File: src/rtl/editor_hora_pkg.sv
// Shared definitions for the time-setting editor: FSM states, field codes
// and BCD limits. Optional blink output is enabled with the PARPADEO_EN macro
// in the top module.
package editor_hora_pkg;

  typedef enum logic [1:0] {
    REPOSO   = 2'd0,
    CARGA    = 2'd1,
    EDITAR   = 2'd2,
    ESCRIBIR = 2'd3
  } estado_e;

  localparam logic [1:0] CAMPO_SEG  = 2'd0;
  localparam logic [1:0] CAMPO_MIN  = 2'd1;
  localparam logic [1:0] CAMPO_HORA = 2'd2;

  localparam logic [7:0] BCD_MAX_MS = 8'h59;
  localparam logic [7:0] BCD_MIN    = 8'h00;

  // True when both nibbles hold a decimal digit.
  function automatic logic es_bcd(input logic [7:0] v);
    return (v[7:4] <= 4'd9) && (v[3:0] <= 4'd9);
  endfunction

endpackage

File: src/rtl/editor_hora_bcd_inc_dec.sv
// Combinational BCD increment/decrement with wrap between min_i and max_i.
// Values that are not valid BCD, or lie outside [min_i, max_i], snap to min_i.
module editor_hora_bcd_inc_dec
  import editor_hora_pkg::*;
(
  input  logic [7:0] valor_i,
  input  logic [7:0] max_i,
  input  logic [7:0] min_i,
  input  logic       subir_i,
  output logic [7:0] valor_o
);

  // Next BCD value: carry/borrow between digits, wrap at the field limits.
  always_comb begin
    valor_o = valor_i;
    if (!es_bcd(valor_i) || (valor_i > max_i) || (valor_i < min_i)) begin
      valor_o = min_i;
    end else if (subir_i) begin
      if (valor_i == max_i)
        valor_o = min_i;
      else if (valor_i[3:0] == 4'd9)
        valor_o = {valor_i[7:4] + 4'd1, 4'd0};
      else
        valor_o = {valor_i[7:4], valor_i[3:0] + 4'd1};
    end else begin
      if (valor_i == min_i)
        valor_o = max_i;
      else if (valor_i[3:0] == 4'd0)
        valor_o = {valor_i[7:4] - 4'd1, 4'd9};
      else
        valor_o = {valor_i[7:4], valor_i[3:0] - 4'd1};
    end
  end

endmodule

File: src/rtl/editor_hora.sv
// Time-setting editor between the push-button debouncers and the RTC bus
// controller. Transparent in REPOSO; in programming mode it edits a BCD copy
// of hh:mm:ss and requests a one-cycle RTC write on exit.
// Optional macro PARPADEO_EN adds DIV_PARPADEO and the parpadeo blink output.
module editor_hora
  import editor_hora_pkg::*;
#(
  parameter logic [7:0] HORA_MAX = 8'h23,
  parameter logic [7:0] MIN_HORA = 8'h00
`ifdef PARPADEO_EN
  ,
  parameter int unsigned DIV_PARPADEO = 25_000_000
`endif
) (
  input  logic       clk,
  input  logic       reset,
  input  logic       btn_prog,
  input  logic       btn_arriba,
  input  logic       btn_abajo,
  input  logic       btn_izq,
  input  logic       btn_der,
  input  logic [7:0] hora_rtc,
  input  logic [7:0] min_rtc,
  input  logic [7:0] seg_rtc,
  output logic [7:0] hora_out,
  output logic [7:0] min_out,
  output logic [7:0] seg_out,
  output logic [1:0] campo_sel,
  output logic       modo_prog,
  output logic       escribir
`ifdef PARPADEO_EN
  ,
  output logic       parpadeo
`endif
);

  estado_e    estado_q, estado_d;
  logic [7:0] hora_q, hora_d;
  logic [7:0] min_q, min_d;
  logic [7:0] seg_q, seg_d;
  logic [1:0] campo_q, campo_d;

  logic       acc_prog, acc_arriba, acc_abajo, acc_izq, acc_der;
  logic [7:0] campo_val, campo_max, campo_min, campo_nuevo;

  // One action per cycle in EDITAR; lower-priority pulses are dropped.
  always_comb begin
    acc_prog   = (estado_q == EDITAR) && btn_prog;
    acc_arriba = (estado_q == EDITAR) && !btn_prog && btn_arriba;
    acc_abajo  = (estado_q == EDITAR) && !btn_prog && !btn_arriba && btn_abajo;
    acc_izq    = (estado_q == EDITAR) && !btn_prog && !btn_arriba && !btn_abajo
                 && btn_izq;
    acc_der    = (estado_q == EDITAR) && !btn_prog && !btn_arriba && !btn_abajo
                 && !btn_izq && btn_der;
  end

  // Route the selected field and its limits to the shared BCD stepper.
  always_comb begin
    campo_val = seg_q;
    campo_max = BCD_MAX_MS;
    campo_min = BCD_MIN;
    case (campo_q)
      CAMPO_HORA: begin
        campo_val = hora_q;
        campo_max = HORA_MAX;
        campo_min = MIN_HORA;
      end
      CAMPO_MIN: begin
        campo_val = min_q;
      end
      default: begin
        campo_val = seg_q;
      end
    endcase
  end

  editor_hora_bcd_inc_dec u_bcd (
    .valor_i (campo_val),
    .max_i   (campo_max),
    .min_i   (campo_min),
    .subir_i (acc_arriba),
    .valor_o (campo_nuevo)
  );

  // Next-state and edit-register update.
  always_comb begin
    estado_d = estado_q;
    hora_d   = hora_q;
    min_d    = min_q;
    seg_d    = seg_q;
    campo_d  = campo_q;
    case (estado_q)
      REPOSO: begin
        if (btn_prog) estado_d = CARGA;
      end
      CARGA: begin
        hora_d   = hora_rtc;
        min_d    = min_rtc;
        seg_d    = seg_rtc;
        campo_d  = CAMPO_SEG;
        estado_d = EDITAR;
      end
      EDITAR: begin
        if (acc_prog) begin
          estado_d = ESCRIBIR;
        end else if (acc_arriba || acc_abajo) begin
          case (campo_q)
            CAMPO_HORA: hora_d = campo_nuevo;
            CAMPO_MIN:  min_d  = campo_nuevo;
            default:    seg_d  = campo_nuevo;
          endcase
        end else if (acc_izq) begin
          campo_d = (campo_q == CAMPO_HORA) ? CAMPO_SEG : campo_q + 2'd1;
        end else if (acc_der) begin
          campo_d = (campo_q == CAMPO_SEG) ? CAMPO_HORA : campo_q - 2'd1;
        end
      end
      ESCRIBIR: begin
        estado_d = REPOSO;
      end
      default: begin
        estado_d = REPOSO;
      end
    endcase
  end

  // State and edit registers; reset abandons any edit in progress.
  always_ff @(posedge clk) begin
    if (reset) begin
      estado_q <= REPOSO;
      hora_q   <= MIN_HORA;
      min_q    <= BCD_MIN;
      seg_q    <= BCD_MIN;
      campo_q  <= CAMPO_SEG;
    end else begin
      estado_q <= estado_d;
      hora_q   <= hora_d;
      min_q    <= min_d;
      seg_q    <= seg_d;
      campo_q  <= campo_d;
    end
  end

  // Display mux and mode/write flags; RTC time passes through until edit starts.
  always_comb begin
    modo_prog = (estado_q != REPOSO);
    escribir  = (estado_q == ESCRIBIR);
    campo_sel = campo_q;
    if ((estado_q == REPOSO) || (estado_q == CARGA)) begin
      hora_out = hora_rtc;
      min_out  = min_rtc;
      seg_out  = seg_rtc;
    end else begin
      hora_out = hora_q;
      min_out  = min_q;
      seg_out  = seg_q;
    end
  end

`ifdef PARPADEO_EN
  logic [31:0] div_cnt_q;
  logic        parpadeo_q;

  // Blink divider: free-runs while editing, restarts visible on every value change.
  always_ff @(posedge clk) begin
    if (reset || (estado_q == REPOSO)) begin
      div_cnt_q  <= '0;
      parpadeo_q <= 1'b1;
    end else if (acc_arriba || acc_abajo) begin
      div_cnt_q  <= '0;
      parpadeo_q <= 1'b1;
    end else if (div_cnt_q == 32'(DIV_PARPADEO - 1)) begin
      div_cnt_q  <= '0;
      parpadeo_q <= ~parpadeo_q;
    end else begin
      div_cnt_q  <= div_cnt_q + 32'd1;
    end
  end

  assign parpadeo = (estado_q == REPOSO) ? 1'b1 : parpadeo_q;
`endif

endmodule

File: config.mk
export PLATFORM = sky130hd
export DESIGN_NAME = editor_hora
export DESIGN_NICKNAME = d
export VERILOG_FILES = /design/src/rtl/editor_hora_pkg.sv /design/src/rtl/editor_hora_bcd_inc_dec.sv /design/src/rtl/editor_hora.sv
export SDC_FILE = /design/constraint.sdc
export NUM_CORES = 1
export LEC_CHECK = 0
export ABC_AREA = 1
export CORE_UTILIZATION = 60
export CTS_CLUSTER_DIAMETER = 120
export DETAILED_ROUTE_END_ITERATION = 7
export DONT_BUFFER_PORTS = 1
export PLACE_DENSITY = 0.87
export SLEW_MARGIN = 15
export SYNTH_ARGS = -nofsm -noshare
export SYNTH_HDL_FRONTEND = slang
export SYNTH_HIERARCHICAL = 1
export SYNTH_SLANG_ARGS = --single-unit
File: constraint.sdc
create_clock -name clk -period 8.1 [get_ports clk]
set_clock_uncertainty 0.2 [all_clocks]
set_input_delay 0.81 -clock clk [delete_from_list [all_inputs] [get_ports clk]]
set_output_delay 0.81 -clock clk [all_outputs]
set_load 0.05 [all_outputs]
==> results of run 1 <==
-- registers in the layout (all words and copies together), names as in the netlist --
| name | cells |
|---|---|
| hora_q | 8 |
| min_q | 8 |
| seg_q | 8 |
| campo_sel | 2 |
| estado_q | 2 |
-- final cells by class --
type	instances	area (sq um)	share of cell area, %
Tap cell	70	87.6	2.61
Sequential cell	28	561	16.7
Inverter	75	284	8.46
Multi-Input combinational cell	442	2360	70.4
Timing Repair Buffer	1	7.51	0.224
Clock buffer	4	55.1	1.64
-- worst max-delay path, delay by kind of cell, from the launching register on --
kind / cells / cell delay (ps)
buffers and inverters: 4 / 810
DFF: 1 / 710
adders and majority gates: 2 / 800
and+or+nand+nor: 8 / 830
AOI/OAI and AO/OA: 5 / 1020
-- cell families (layout without fill, tap and decap cells) --
kind of cell | after synthesis | after routing
buffers and inverters | 97 | 80
other | 2 | 22
AO/OA/AOI/OAI | 110 | 110
AND/OR/NAND/NOR | 281 | 281
XOR/XNOR | 2 | 2
adder cells (fa/ha/maj) | 27 | 27
flip-flops | 28 | 28
-- metrics by stage --
step	worst slack, ps	utilization [%]	std cells	power, mW	area, sq um
final	3640	65.3	620	1.08	3360
after global routing	3330	65.3	620	1.17	3360
after CTS	3700	65.3	620	1.06	3350
after detailed placement	3740	64.2	616	0.975	3300
after global placement	3860	64.2	616	0.959	3300
after floorplan	4570	-	567	0.848	3320
-- power by group through the flow --
stage | clock, mW | combinational, mW | sequential (mW)
3_3_place_gp | 0 | 0.773 | 0.186
3_5_place_dp | 0 | 0.788 | 0.187
5_1_grt | 0.0931 | 0.889 | 0.186
2_1_floorplan | 0 | 0.668 | 0.180
4_1_cts | 0.0883 | 0.793 | 0.184
6_report | 0.0883 | 0.806 | 0.185
-- layout by cell type, fill, tap and decap left out --
| cell | netlist | final |
|---|---|---|
| a211oi_1 | 1 | 1 |
| a21o_1 | 2 | 2 |
| a21oi_1 | 50 | 50 |
| a21oi_4 | 1 | 1 |
| buf_4 | 2 | 1 |
| clkbuf_8 | 0 | 4 |
| clkinv_1 | 1 | 1 |
| conb_1 | 2 | 22 |
| dfxtp_1 | 28 | 28 |
| ha_1 | 27 | 27 |
| inv_1 | 67 | 67 |
| inv_2 | 6 | 6 |
| inv_4 | 1 | 1 |
| nand2_1 | 161 | 160 |
| nand2_2 | 5 | 6 |
| nand2_4 | 11 | 11 |
| nand3_1 | 63 | 63 |
| nand3_2 | 1 | 1 |
| nand3b_1 | 1 | 1 |
| nand4_1 | 3 | 3 |
| nor2_1 | 23 | 22 |
| nor2_2 | 4 | 4 |
| nor2_4 | 6 | 7 |
| nor2_8 | 2 | 2 |
| nor3_1 | 1 | 1 |
| o211ai_1 | 1 | 1 |
| o21ai_0 | 49 | 25 |
| o21ai_1 | 4 | 28 |
| o21ai_2 | 2 | 2 |
| xor2_1 | 2 | 2 |
-- worst max path at each step --
stage	from	to	slack [ps]	depth (start not counted)
CTS	campo_sel[0]	min_q[7]	3700	19
finish	campo_sel[1]	min_q[7]	3640	19
global route	campo_sel[1]	seg_q[7]	3330	19
floorplan	campo_sel[0]	seg_q[5]	4570	20
detailed placement	campo_sel[0]	seg_q[2]	3740	19
global placement	campo_sel[0]	seg_q[7]	3860	19
-- per-layer routing --
layer  routed length (um)  global-route usage (%)  vias to the layer above
li1                     -                       -                     1748
met1                 3670                    41.6                     1560
met2                 4050                    53.1                      181
met3                  633                    1.06                        6
met4                   79                    8.23                        0
met5                    0                       0                        -
==> key figures, run 1 <==
Setup path
  • Crit-path max FO: 11
  • Worst R2R Path Depth: 19
  • CP max stage cell: dfxtp_1
  • Worst Setup Path Type: flip-flop to flip-flop
  • CP Capture Type: flip-flop
  • Worst Path Arrival: 4470 ps
  • Worst-path cell chain: inv_1 -> ha_1 -> inv_2 -> a21oi_1 -> a21oi_1 -> inv_1 -> ha_1 -> nand2_1 -> nor2_4 -> nand2_2 -> inv_1 -> a21oi_1 -> nor2_2 -> nand2_1 -> nand2_1 -> nand2_1 -> o21ai_0 -> nand2_1 -> a21oi_1
  • Max stage delay on crit path: 710 ps
  • Reg2reg start: campo_sel[1]
  • CP dominant cell by count: nand2_1
  • Worst Setup Start Kind: flip-flop
  • Worst Path Required: 8110 ps
  • Reg2Reg Capture Point: min_q[7]
  • Worst R2R Setup Slack: 3640 ps

Layout
  • Ant diodes: 0
  • Layout Nets: 609
  • Area Overhead vs Synth: 3.59%
  • Share of layout cells above drive strength 1: 8.36%
  • Filler Cell Count: 526

Route
  • Vias: 3495
  • Wire per inst: 13.6 um
  • Drt pass-1 iters: 5
  • DRC viols: 0
  • Initial DRC Count: 296
  • Antenna viol nets, final: 0
  • Vias per inst: 5.64
  • Final WL: 8430 um

Placement
  • Port-buffer cells: 0
  • RD Place Congestion: 0.926
  • Hpwl dp: 6360 um

Synthesis
  • Mapped Area: 3240 sq um
  • Post-synthesis average cell area: 5.92 sq um
  • Yosys top cell area share: 18.6%
  • Post-synth EDFFs: 0
  • Simple logic cell fraction of the synthesized area: 41.2%
  • Top post-synthesis cells by area: nand2_1, dfxtp_1, ha_1
  • Fraction of the mapped netlist area in compound gates: 17.9%
  • Multiplexer share of the synthesized area: 0%
  • Async set-or-reset flop fraction in the synthesized netlist: 0%
  • Seq cells post-synth: 28
  • Synth Flop Type: dfxtp_1
  • Most numerous cell in the Yosys netlist: nand2_1
  • Adder-cell share of the synthesized area: 10.4%
  • Unique masters post-synth: 33
  • Main combinational cell family by area after synthesis: simple AND/OR/NAND/NOR gates
  • Synth cell count leaders: nand2_1, inv_1, nand3_1
  • Register area share after synthesis: 17.3%
  • XOR/XNOR share of the synthesized area: 0.541%
  • Yosys warns: 6
  • Syn Inst Count: 547
  • Largest area contributor in the netlist: nand2_1

STA
  • Final Hold Fails: 0
  • Post-route clock period utilization: 55.0%
  • Final min period: 4460 ps
  • Rel. slew slack: 33.8%
  • Setup TNS Final: 0 ps
  • F_max: 224 MHz
  • Final Max Slew Viols: 0
  • Slew @ Worst Pin: 987 ps
  • RSZ-0062 raised after global routing: false
  • WHS: 310 ps
  • Final setup vio count: 0

CTS
  • Max Root-Sink Buffers: 2
  • Total CTS buffers: 3
  • CTS Hold Buffers Added: 0
  • Clock Sinks: 28
  • H-tree level count: 1
  • Setup bufs post-CTS: 0
  • CTS resizes: 0
  • Clock root cell: clkbuf_8
  • Worst skew pair latency: 280 ps
  • Clk pin slew, worst setup/hold paths: 90 ps
  • CTS tree: done

Floorplan
  • Die width: 75.5 um
  • Initial Utilization: 63.0%
  • IO Pins: 59
  • Core outline area: 5140 sq um
  • FP Rows: 26
  • Chip height: 75.5 um
  • Die ar.: 5700 sq um

Status
  • Outcome: finished, final reports clean

Pwr
  • Sw frac: 61.0%
  • Power density over the cells: 321 nW/um^2
  • Pleak: 1.67 nW
  • P_int: 0.421 mW
  • Clk pwr share: 8.2%
  • Gate power share: 74.7%
  • Peak supply drop: 0.204 mV
  • Sequential share of power: 17.1%
  • Psw: 0.658 mW

Min path
  • Hold Crit Class: flip-flop to flip-flop
  • Worst Hold Path EP: min_q[1]
  • Hold Crit Start: min_q[1]
  • Worst Hold Depth: 2

Global routing
  • Largest net degree at the start of global routing: 49
  • Global-route wire length before repair: 13500 um
  • Vias in the first global route: 2906
  • Gr usage total: 30.6%
  • Initial antenna violation count: 0
  • GRT overflow: 0

Run
  • Max-Cap Viols: 0
No activity file was read; power rests on OpenSTA's default activity.
==> run 2, diff against run 1 <==
--- a/config.mk
+++ b/config.mk
@@ -5,12 +5,12 @@
 export SDC_FILE = /design/constraint.sdc
 export NUM_CORES = 1
 export LEC_CHECK = 0
-export ABC_AREA = 1
-export CORE_UTILIZATION = 60
+export ABC_AREA = 0
+export CORE_UTILIZATION = 59
 export CTS_CLUSTER_DIAMETER = 120
 export DETAILED_ROUTE_END_ITERATION = 7
 export DONT_BUFFER_PORTS = 1
-export PLACE_DENSITY = 0.87
+export PLACE_DENSITY = 0.89
 export SLEW_MARGIN = 15
 export SYNTH_ARGS = -nofsm -noshare
 export SYNTH_HDL_FRONTEND = slang
==> constraint.sdc (replaced) <==
create_clock -name clk -period 3.7 [get_ports clk]
set_clock_uncertainty 0.2 [all_clocks]
set_input_delay 0.37 -clock clk [delete_from_list [all_inputs] [get_ports clk]]
set_output_delay 0.37 -clock clk [all_outputs]
set_load 0.05 [all_outputs]
==> run 2 against run 1 <==
Effect of this change: the run now ends with setup timing left; clock power rose by 98%; clock-buffer cell count unchanged; combinational power grew 23%; global-route usage down 2.0 points; hold slack worse by 250 ps; sequential share of layout area grew 0.96 points; first-iteration DRC count increased by 12%; total power up 45%; largest power group unchanged.
==> key figures, run 2 <==
Status
  • Outcome: complete, but fails checks
  • Failing checks: setup timing

Pwr
  • Power density over the cells: 485 nW/um^2
  • Peak supply drop: 0.222 mV
  • Tot Pwr: 1.56 mW
  • Pleak: 1.20 nW

Setup path
  • Setup crit end: hora_q[5]
  • Instance count on the critical path: 16
  • Crit-path max FO: 11
  • Worst Setup Path Type: flip-flop to flip-flop
  • CP dominant cell by count: buf_4
  • Max stage delay on crit path: 430 ps
  • CP delay by family, top: compound AO/OA/AOI/OAI gates
  • CP Launch Point: campo_sel[0]
  • Worst-path cell chain: inv_1 -> ha_1 -> buf_4 -> a22oi_1 -> a21oi_1 -> buf_4 -> ha_1 -> nor2b_1 -> o211ai_1 -> a21oi_1 -> o211ai_1 -> buf_4 -> nor4_1 -> a221o_1 -> mux2i_1 -> a211oi_1
  • Worst Setup Start Kind: flip-flop
  • Reg2reg start: campo_sel[0]
  • Worst R2R Setup Slack: -2 ps
  • CP max stage cell: nor4_1
  • CP Capture Type: flip-flop
  • Reg2Reg Capture Point: hora_q[5]
  • Worst R2R Path Depth: 16
  • CP bufs+invs: 4
  • Worst Path Arrival: 3690 ps
  • Worst Path Required: 3690 ps

Synthesis
  • Post-synth EDFFs: 0
  • Mapped Area: 2880 sq um
  • Syn Inst Count: 345
  • Yosys top cell area share: 19.5%
  • Register area share after synthesis: 19.5%
  • Post-synthesis average cell area: 8.35 sq um
  • Synth cell count leaders: nor2_1, dfxtp_1, ha_1, mux2i_1, inv_1
  • Seq cells post-synth: 28
  • Main combinational cell family by area after synthesis: compound AO/OA/AOI/OAI gates
  • Synth Flop Type: dfxtp_1
  • Fraction of the mapped netlist area in compound gates: 24.3%
  • Largest area contributor in the netlist: dfxtp_1
  • Simple logic cell fraction of the synthesized area: 14.5%
  • Most numerous cell in the Yosys netlist: nor2_1
  • Top post-synthesis cells by area: dfxtp_1, ha_1, mux2i_1
  • Multiplexer share of the synthesized area: 19.9%
  • XOR/XNOR share of the synthesized area: 2.13%
  • Async set-or-reset flop fraction in the synthesized netlist: 0%
  • Unique masters post-synth: 48
  • Adder-cell share of the synthesized area: 11.7%
  • Yosys warns: 6

Global routing
  • Initial antenna violation count: 0
  • Gr usage total: 28.5%
  • Global-route wire length before repair: 11800 um
  • Grt met2 use: 47.6%
  • Met3 usage: 4.08%
  • GR Util met1: 37.6%
  • GRT overflow: 0
  • GR peak layer: met2
  • Largest net degree at the start of global routing: 29
  • Vias in the first global route: 2516

Layout
  • FF/Latch Area: 568 sq um
  • Multi-input logic area: 2230 sq um
  • Layout Nets: 426
  • Most common cell after layout, fill and taps aside: nor2_1
  • Share of layout cells above drive strength 1: 22.1%
  • Area Overhead vs Synth: 11.7%
  • Top flop regs: hora_q x8, min_q x8, seg_q x8
  • Commonest non-fill, non-tap cells in the layout: nor2_1, mux2i_1, dfxtp_1
  • Filler Cell Count: 351
  • Ant diodes: 0

Floorplan
  • Core outline area: 4720 sq um
  • Initial Utilization: 61.0%
  • Die ar.: 5170 sq um
  • Chip height: 71.9 um
  • IO Pins: 59
  • FP Rows: 25
  • Die width: 71.9 um

Route
  • Initial DRC Count: 332
  • Antenna viol nets, final: 0
  • Wire per inst: 17.8 um
  • Vias per inst: 6.32
  • Final WL: 7720 um
  • DRC viols: 0
  • Vias: 2743
  • Drt pass-1 iters: 5

CTS
  • CTS tree: done
  • Max Root-Sink Buffers: 2
  • Total CTS buffers: 3
  • Clock root cell: clkbuf_8
  • Clock Sinks: 28
  • H-tree level count: 1
  • Clk pin slew, worst setup/hold paths: 100 ps
  • Worst skew pair latency: 280 ps

Placement
  • RD Place Congestion: 0.931
  • Post-place setup slack: -61.8 ps
  • Hpwl dp: 5660 um
  • Port-buffer cells: 0

STA
  • Final setup vio count: 1
  • F_max: 270 MHz
  • Post-route clock period utilization: 100%
  • Slew @ Worst Pin: 782 ps
  • Final Hold Fails: 0
  • Rel. slew slack: 47.9%
  • WHS: 63.0 ps
  • Final Max Slew Viols: 0
  • RSZ-0062 raised after global routing: true
  • Final setup margin: -1.97 ps
  • Final min period: 3700 ps

Min path
  • Worst Hold Depth: 2
  • Hold Crit Class: input pin to flip-flop

Run
  • Max-Cap Viols: 0
run 2: cell type report:
class	instances	area share, %
multi-input combinational	283	69.4
inverter	27	3.15
tap	67	2.61
sequential	28	17.7
timing repair buffer	25	5.76
clock buffer	4	1.40
run 2: logic make-up after synthesis:
| kind of cell | count (synthesis) |
|---|---|
| other | 2 |
| XOR/XNOR | 7 |
| buffers and inverters | 50 |
| AND/OR/NAND/NOR | 87 |
| multiplexers | 54 |
| flip-flops | 28 |
| AO/OA/AOI/OAI | 90 |
| adder cells (fa/ha/maj) | 27 |
run 2: metrics by stage:
step / util, % / TNS [ps] / instances / area, sq um
floorplan: - / 0 / 361 / 2970
global placement: 65.5 / 0 / 427 / 3090
detailed placement: 65.5 / -136 / 427 / 3090
CTS: 66.8 / 0 / 432 / 3150
global route: 68.1 / -864 / 434 / 3220
finish: 68.1 / -1.97 / 434 / 3220
run 2: what timing repair did:
item,in CTS,in global routing
endpoints found under the hold margin,28,0
gates resized for setup,2,10
pin swaps,0,9
endpoints found under the setup margin,8,18
setup buffers,0,2
hold buffers,1,0
cloned,0,0
run 2: worst min-delay path by stage:
stage               slack, ps            to      from
finish                     60   estado_q[0]  btn_prog
floorplan                 290      min_q[3]  min_q[3]
global placement          240  campo_sel[0]     reset
CTS                        70   estado_q[0]  btn_prog
detailed placement        240      seg_q[6]     reset
global route               70   estado_q[0]  btn_prog
run 2: power breakdown:
group	internal, mW	total [mW]	leakage, nW	switching (mW)
combinational	0.347	0.995	0.941	0.648
clock	0.0772	0.175	0.0228	0.0973
sequential	0.349	0.392	0.232	0.0428
run 2: routing by layer:
layer,vias to the layer above,part of all wire (%)
li1,1276,-
met1,1304,43
met2,145,48
met3,18,7.3
met4,0,2.0
met5,-,0
